**src/rtl/lwr_pkg.sv**
```systemverilog
// rtl/lwr_pkg.sv - shared types, default sizes and rounding helper for the LWR inner product
package lwr_pkg;

  localparam int DEF_N_LWR = 445;
  localparam int DEF_LOG_Q = 16;
  localparam int DEF_LOG_P = 8;

  typedef enum logic [1:0] {
    IDLE  = 2'd0,
    RUN   = 2'd1,
    ROUND = 2'd2,
    OUT   = 2'd3
  } lwr_state_e;

  // Round-to-nearest from Z_q to Z_p; the half-step add wraps mod q, so acc near q maps to 0.
  function automatic logic [31:0] lwr_round(input logic [31:0] acc,
                                            input int unsigned log_q = DEF_LOG_Q,
                                            input int unsigned log_p = DEF_LOG_P);
    logic [31:0] mask;
    logic [31:0] half;
    logic [31:0] sum;
    mask = (32'd1 << log_q) - 32'd1;
    half = 32'd1 << (log_q - log_p - 1);
    sum  = (acc + half) & mask;
    return sum >> (log_q - log_p);
  endfunction

endpackage

```
**src/rtl/lwr_inner_product_if.sv**
```systemverilog
// rtl/lwr_inner_product_if.sv - control, key-store, coefficient and result signals of the LWR inner product
interface lwr_inner_product_if #(
  parameter int ADDR_W = 9,
  parameter int LOG_Q  = 16,
  parameter int LOG_P  = 8
);
  logic              start;
  logic              busy;
  logic [ADDR_W-1:0] key_addr;
  logic              key_bit;
  logic [LOG_Q-1:0]  a_data;
  logic              a_valid;
  logic              a_ready;
  logic [LOG_P-1:0]  y;
  logic              y_valid;
  logic              y_ready;

  modport master (
    input  start, key_bit, a_data, a_valid, y_ready,
    output busy, key_addr, a_ready, y, y_valid
  );

  modport slave (
    output start, key_bit, a_data, a_valid, y_ready,
    input  busy, key_addr, a_ready, y, y_valid
  );
endinterface

```
**src/rtl/lwr_inner_product.sv**
```systemverilog
// rtl/lwr_inner_product.sv - one LWR PRF sample: y = round_p(<a, s> mod q), key read one bit per beat
module lwr_inner_product
  import lwr_pkg::*;
#(
  parameter int N_LWR = DEF_N_LWR,
  parameter int LOG_Q = DEF_LOG_Q,
  parameter int LOG_P = DEF_LOG_P
) (
  input logic               clk,
  input logic               rst,
  lwr_inner_product_if.master bus
);

  localparam int ADDR_W = $clog2(N_LWR);
  localparam logic [ADDR_W-1:0] LAST_IDX = ADDR_W'(N_LWR - 1);

  lwr_state_e        state_q;
  lwr_state_e        state_d;
  logic [LOG_Q-1:0]  acc_q;
  logic [ADDR_W-1:0] idx_q;
  logic [LOG_P-1:0]  y_q;
  logic              y_valid_q;
  logic              beat;

  always_ff @(posedge clk) begin
    if (rst) begin
      state_q <= IDLE;
    end else begin
      state_q <= state_d;
    end
  end

  always_comb begin
    state_d = state_q;
    beat    = 1'b0;
    case (state_q)
      IDLE: begin
        if (bus.start) state_d = RUN;
      end
      RUN: begin
        beat = bus.a_valid;
        if (beat && (idx_q == LAST_IDX)) state_d = ROUND;
      end
      ROUND: begin
        state_d = OUT;
      end
      OUT: begin
        if (bus.y_ready) state_d = IDLE;
      end
      default: begin
        state_d = IDLE;
      end
    endcase
  end

  // idx parks on the last element so key_addr never leaves the store's range.
  always_ff @(posedge clk) begin
    if (rst) begin
      acc_q     <= '0;
      idx_q     <= '0;
      y_q       <= '0;
      y_valid_q <= 1'b0;
    end else begin
      case (state_q)
        IDLE: begin
          if (bus.start) begin
            acc_q <= '0;
            idx_q <= '0;
          end
        end
        RUN: begin
          if (beat) begin
            if (bus.key_bit) acc_q <= acc_q + bus.a_data;
            if (idx_q != LAST_IDX) idx_q <= idx_q + ADDR_W'(1);
          end
        end
        ROUND: begin
          y_q       <= LOG_P'(lwr_round(32'(acc_q), LOG_Q, LOG_P));
          y_valid_q <= 1'b1;
        end
        OUT: begin
          if (bus.y_ready) y_valid_q <= 1'b0;
        end
        default: begin
          y_valid_q <= 1'b0;
        end
      endcase
    end
  end

  assign bus.busy     = (state_q == RUN) || (state_q == ROUND);
  assign bus.a_ready  = (state_q == RUN);
  assign bus.key_addr = idx_q;
  assign bus.y        = y_q;
  assign bus.y_valid  = y_valid_q;

endmodule

```
**src/flat_wrapper.sv**
```systemverilog
// flat-port wrapper written by rule: the top's interface ports become plain ports
module lwr_inner_product_flat import lwr_pkg::*;
#(
  parameter int N_LWR = DEF_N_LWR,
  parameter int LOG_Q = DEF_LOG_Q,
  parameter int LOG_P = DEF_LOG_P
)
  (clk, rst, bus_start, bus_key_bit, bus_a_data, bus_a_valid, bus_y_ready, bus_busy, bus_key_addr, bus_a_ready, bus_y, bus_y_valid);
  lwr_inner_product_if #(.ADDR_W(9), .LOG_Q(LOG_Q), .LOG_P(LOG_P)) bus_i ();
  input logic clk;
  input logic rst;
  input wire logic [$bits(bus_i.start)-1:0] bus_start;
  input wire logic [$bits(bus_i.key_bit)-1:0] bus_key_bit;
  input wire logic [$bits(bus_i.a_data)-1:0] bus_a_data;
  input wire logic [$bits(bus_i.a_valid)-1:0] bus_a_valid;
  input wire logic [$bits(bus_i.y_ready)-1:0] bus_y_ready;
  output wire logic [$bits(bus_i.busy)-1:0] bus_busy;
  output wire logic [$bits(bus_i.key_addr)-1:0] bus_key_addr;
  output wire logic [$bits(bus_i.a_ready)-1:0] bus_a_ready;
  output wire logic [$bits(bus_i.y)-1:0] bus_y;
  output wire logic [$bits(bus_i.y_valid)-1:0] bus_y_valid;
  assign bus_i.start = bus_start;
  assign bus_i.key_bit = bus_key_bit;
  assign bus_i.a_data = bus_a_data;
  assign bus_i.a_valid = bus_a_valid;
  assign bus_i.y_ready = bus_y_ready;
  assign bus_busy = bus_i.busy;
  assign bus_key_addr = bus_i.key_addr;
  assign bus_a_ready = bus_i.a_ready;
  assign bus_y = bus_i.y;
  assign bus_y_valid = bus_i.y_valid;
  lwr_inner_product #(.N_LWR(N_LWR), .LOG_Q(LOG_Q), .LOG_P(LOG_P)) u_core (.clk(clk), .rst(rst), .bus(bus_i));
endmodule
```
**config.mk**
```make
export PLATFORM = sky130hd
export DESIGN_NAME = lwr_inner_product_flat
export DESIGN_NICKNAME = d
export VERILOG_FILES = /design/src/rtl/lwr_pkg.sv /design/src/rtl/lwr_inner_product_if.sv /design/src/rtl/lwr_inner_product.sv /design/src/flat_wrapper.sv
export SDC_FILE = /design/constraint.sdc
export NUM_CORES = 1
export LEC_CHECK = 0
export BUFFER_PORTS_ARGS = -buffer_cell sky130_fd_sc_hd__buf_2
export CORE_MARGIN = 2
export CORE_UTILIZATION = 46
export DETAILED_ROUTE_END_ITERATION = 12
export GPL_TIMING_DRIVEN = 1
export PLACE_DENSITY = 0.68
export RECOVER_POWER = 25
export SYNTH_ARGS = -nofsm -noshare
export SYNTH_HDL_FRONTEND = slang
export SYNTH_SLANG_ARGS = --single-unit
```
**constraint.sdc**
```tcl
create_clock -name clk -period 2.7 [get_ports clk]
set_input_delay 0.675 -clock clk [delete_from_list [all_inputs] [get_ports clk]]
set_output_delay 0.675 -clock clk [all_outputs]
set_load 0.01 [all_outputs]
```
==> reports/qor.csv <==
stage;metric;value;unit
floorplan;coreArea;5070;um^2
drt;wire_per_inst;12.5;um
critical_path;critPathCaptureType;flop;
yosys;synth_most_common_cell;dfxtp_1;
critical_path;regToRegSetupSlack;0.48;ns
yosys;synth_commonest_cells;36 x dfxtp_1, 29 x nand2_1, 28 x nor2_1;
worst_hold_path;holdCritStartpoint;u_core.acc_q[4];
power_and_ir_drop;p_switching;0.907;mW
sta;max_freq;0.429;GHz
critical_path;start_kind;input pin;
cts;cts_root_buffer;clkbuf_8;
grt;grt_pass1_wl;8580;um
drt;drt_pass1_iterations;4;
grt;grt_busiest_layer;met2;
power_and_ir_drop;p_comb_share;48.5;%
yosys;yosysTopAreaCell;dfxtp_1;
drt;via_per_inst;5.26;
power_and_ir_drop;switching_share;41.3;%
yosys;syn-cell-area;2390;um^2
grt;grt_max_degree;27;
cells_and_area;n_fill_cell;523;
sta;min_period;2.33;ns
yosys;synthArstFlopShare;0;%
cts;cts_hold_buffers;0;
cts;numClockSinks;36;
worst_hold_path;whs_path_depth;2;
yosys;syn_inst;284;
sta;hold_viol;0;
run;drv_cap;0;
cells_and_area;area_delta_synth_final;15.1;%
sta;fin_skew;0.00513;ns
yosys;synth.distinct_cells;50;
grt;grt_overflow;0;
critical_path;cp.required;2.91;ns
cts;clock_latency;0.29;ns
cts;post_cts_buffers;0;
critical_path;r2r_cells;9;
critical_path;path_max_fanout;5;
yosys;syn_avg_cell_area;8.41;um^2
yosys;synth-seq-cells;36;
drt;drc_errors;0;
cells_and_area;multiInputGateArea;1590;um^2
power_and_ir_drop;p_leak;1.16;nW
drt;num_vias;2093;
floorplan;dieArea;5790;um^2
sta;tns;0;ns
critical_path;rr_startpoint;u_core.acc_q[0];
critical_path;r2r-end;u_core.acc_q[14];
yosys;yosys_warnings;0;
drt;drt-total-wl;4960;um
drt;drtIter0Drc;92;
grt;grt_pass1_vias;1902;
sta;setup_ws;0.366;ns
cts;cts_buffers;5;
grt;antenna_found_initial;0;
grt;grt_util_all_layers;17.8;%
sta;relSlewSlack;63.4;%
placed_design;place_ws;0.0733;ns
cts;cts_tree;built;
critical_path;path_class;input pin to flop;
power_and_ir_drop;p_per_area;798;nW/um^2
grt;grtUsageMet1;24.6;%
floorplan;die_w;76.1;um
placed_design;io_buffer_count;41;
sta;rsz0062_at_grt;false;
drt;ant_nets;0;
power_and_ir_drop;irDropWorstVdd;0.000331;V
yosys;ys.flop_type;dfxtp_1;
worst_hold_path;min_to;u_core.acc_q[4];
critical_path;worstPathArrival;2.54;ns
grt;gr-usage-met2;27.8;%
floorplan;rows;26;
power_and_ir_drop;seqPwrFrac;33.8;%
cts;ctsResizeCount;0;
yosys;synth_fp_nets;329;
cells_and_area;drive_above_1_share;15.9;%
power_and_ir_drop;clkPwrFrac;17.7;%
cells_and_area;seqCellArea;721;um^2
sta;tightestPinTransition;0.545;ns
outcome;status;finished clean;
power_and_ir_drop;intPower;1.29;mW
yosys;synth_edf_count;0;
sta;final_max_slew_viol_count;0;
placed_design;dp_hpwl;3840;um
cts;htreeDepth;2;
cts;path_clk_slew;0.07;ns
cts;cts_buffer_depth;2;
sta;setup_violations;0;
cells_and_area;num-nets-final;372;
floorplan;die_y;76.1;um
yosys;ys_seq_area_share;30.2;%
sta;fin_crit_sh;86.4;%
grt;grt_util_met3;3.44;%
placed_design;place.gp.congestion;0.940;
yosys;ys_top_cells_by_area;dfxtp_1 30%, ha_1 12%, a21oi_1 5.4%;
floorplan;ios;42;
worst_hold_path;hp-class;flop to flop;
yosys;synth.top_cell.area_share;30.2;%
floorplan;start_util;47.1;%
cells_and_area;antenna_cells;0;
-- layout make-up --
type | instances | area share [%]
multi-input combinational | 227 | 57.8
sequential | 36 | 26.2
clock buffer | 8 | 3.27
tap | 70 | 3.18
timing repair buffer | 44 | 7.82
inverter | 13 | 1.77
-- placed cells by master, fill, tap and decap left out, types with 2 or more instances in the layout --
| master | count |
|---|---|
| dfxtp_1 | 36 |
| buf_2 | 31 |
| nand2_1 | 29 |
| nor2_1 | 28 |
| a21oi_1 | 26 |
| ha_1 | 22 |
| nand3_1 | 18 |
| inv_1 | 13 |
| xor2_1 | 12 |
| clkbuf_1 | 12 |
| xnor2_1 | 10 |
| a211oi_1 | 10 |
| a21o_1 | 7 |
| clkbuf_8 | 6 |
| o211ai_1 | 5 |
| o21ai_0 | 4 |
| and3_1 | 4 |
| o21a_1 | 4 |
| o2111ai_1 | 3 |
| o31ai_1 | 3 |
| a22o_1 | 3 |
| nor3_1 | 3 |
| buf_4 | 3 |
| and2_1 | 2 |
| nand2b_1 | 2 |
| nor2b_1 | 2 |
| o21bai_1 | 2 |
| nand3b_1 | 2 |
| a22oi_1 | 2 |
| mux2i_1 | 2 |
-- how the worst max path moves through the flow --
stage	from	cells past startpoint	slack (ns)	to
after global placement	bus_a_data[0]	10	0.13	u_core.acc_q[14]
after floorplan	bus_a_data[0]	9	0.33	u_core.acc_q[14]
final	bus_a_data[0]	10	0.37	u_core.acc_q[14]
after CTS	bus_a_data[0]	10	0.36	u_core.acc_q[14]
after global routing	bus_a_data[0]	10	0.23	u_core.acc_q[14]
after detailed placement	bus_a_data[0]	10	0.07	u_core.acc_q[14]
-- per-stage QoR --
step                      instances  area, um^2  hold WS (ns)  util [%]  power [mW]
final                           398        2750         0.458      54.2        2.20
after CTS                       398        2760         0.462      54.5        2.22
after global routing            398        2750         0.479      54.2        2.38
after detailed placement        390        2670         0.452      52.7        1.83
after floorplan                 284        2390         0.436         -        1.55
after global placement          390        2670         0.444      52.7        1.82
-- worst max-delay path, cell delays in order --
cell       delay, ns
buf_2           0.08
ha_1            0.19
inv_1           0.06
fa_1            0.39
nor2b_1         0.17
o2111ai_1       0.16
a21oi_1         0.22
nor2_1          0.12
a2111o_1        0.38
o211ai_1        0.09
-- registers in the layout, indices dropped and copies added, names as in the netlist --
register / count
u_core.acc_q: 16
u_core.bus.key_addr: 9
u_core.bus.y: 8
u_core.bus.y_valid: 1
u_core.state_q: 2
-- metal layers --
layer | vias up | routed length, um
li1 | 1108 | -
met1 | 924 | 2500
met2 | 53 | 2110
met3 | 8 | 263
met4 | 0 | 83
met5 | - | 0
-- power groups by stage --
stage | logic (mW) | registers (mW) | clock network, mW
floorplan | 0.800 | 0.755 | 0
global placement | 1.07 | 0.750 | 0
detailed placement | 1.08 | 0.750 | 0
CTS | 1.08 | 0.739 | 0.401
global route | 1.20 | 0.761 | 0.428
finish | 1.07 | 0.742 | 0.389
-- cells by family (layout without fill, tap and decap cells) --
group | after synthesis | count (layout) | share of synthesized area, %
and+or+nand+nor | 98 | 98 | 20.3
AOI/OAI and AO/OA | 81 | 81 | 24.5
DFF | 36 | 36 | 30.2
adders and majority gates | 23 | 23 | 12.4
xor gates and xnor gates | 22 | 22 | 8.06
buffers and inverters | 21 | 65 | 3.35
muxes | 3 | 3 | 1.31
Note: power is estimated with default switching activity, not from simulation.
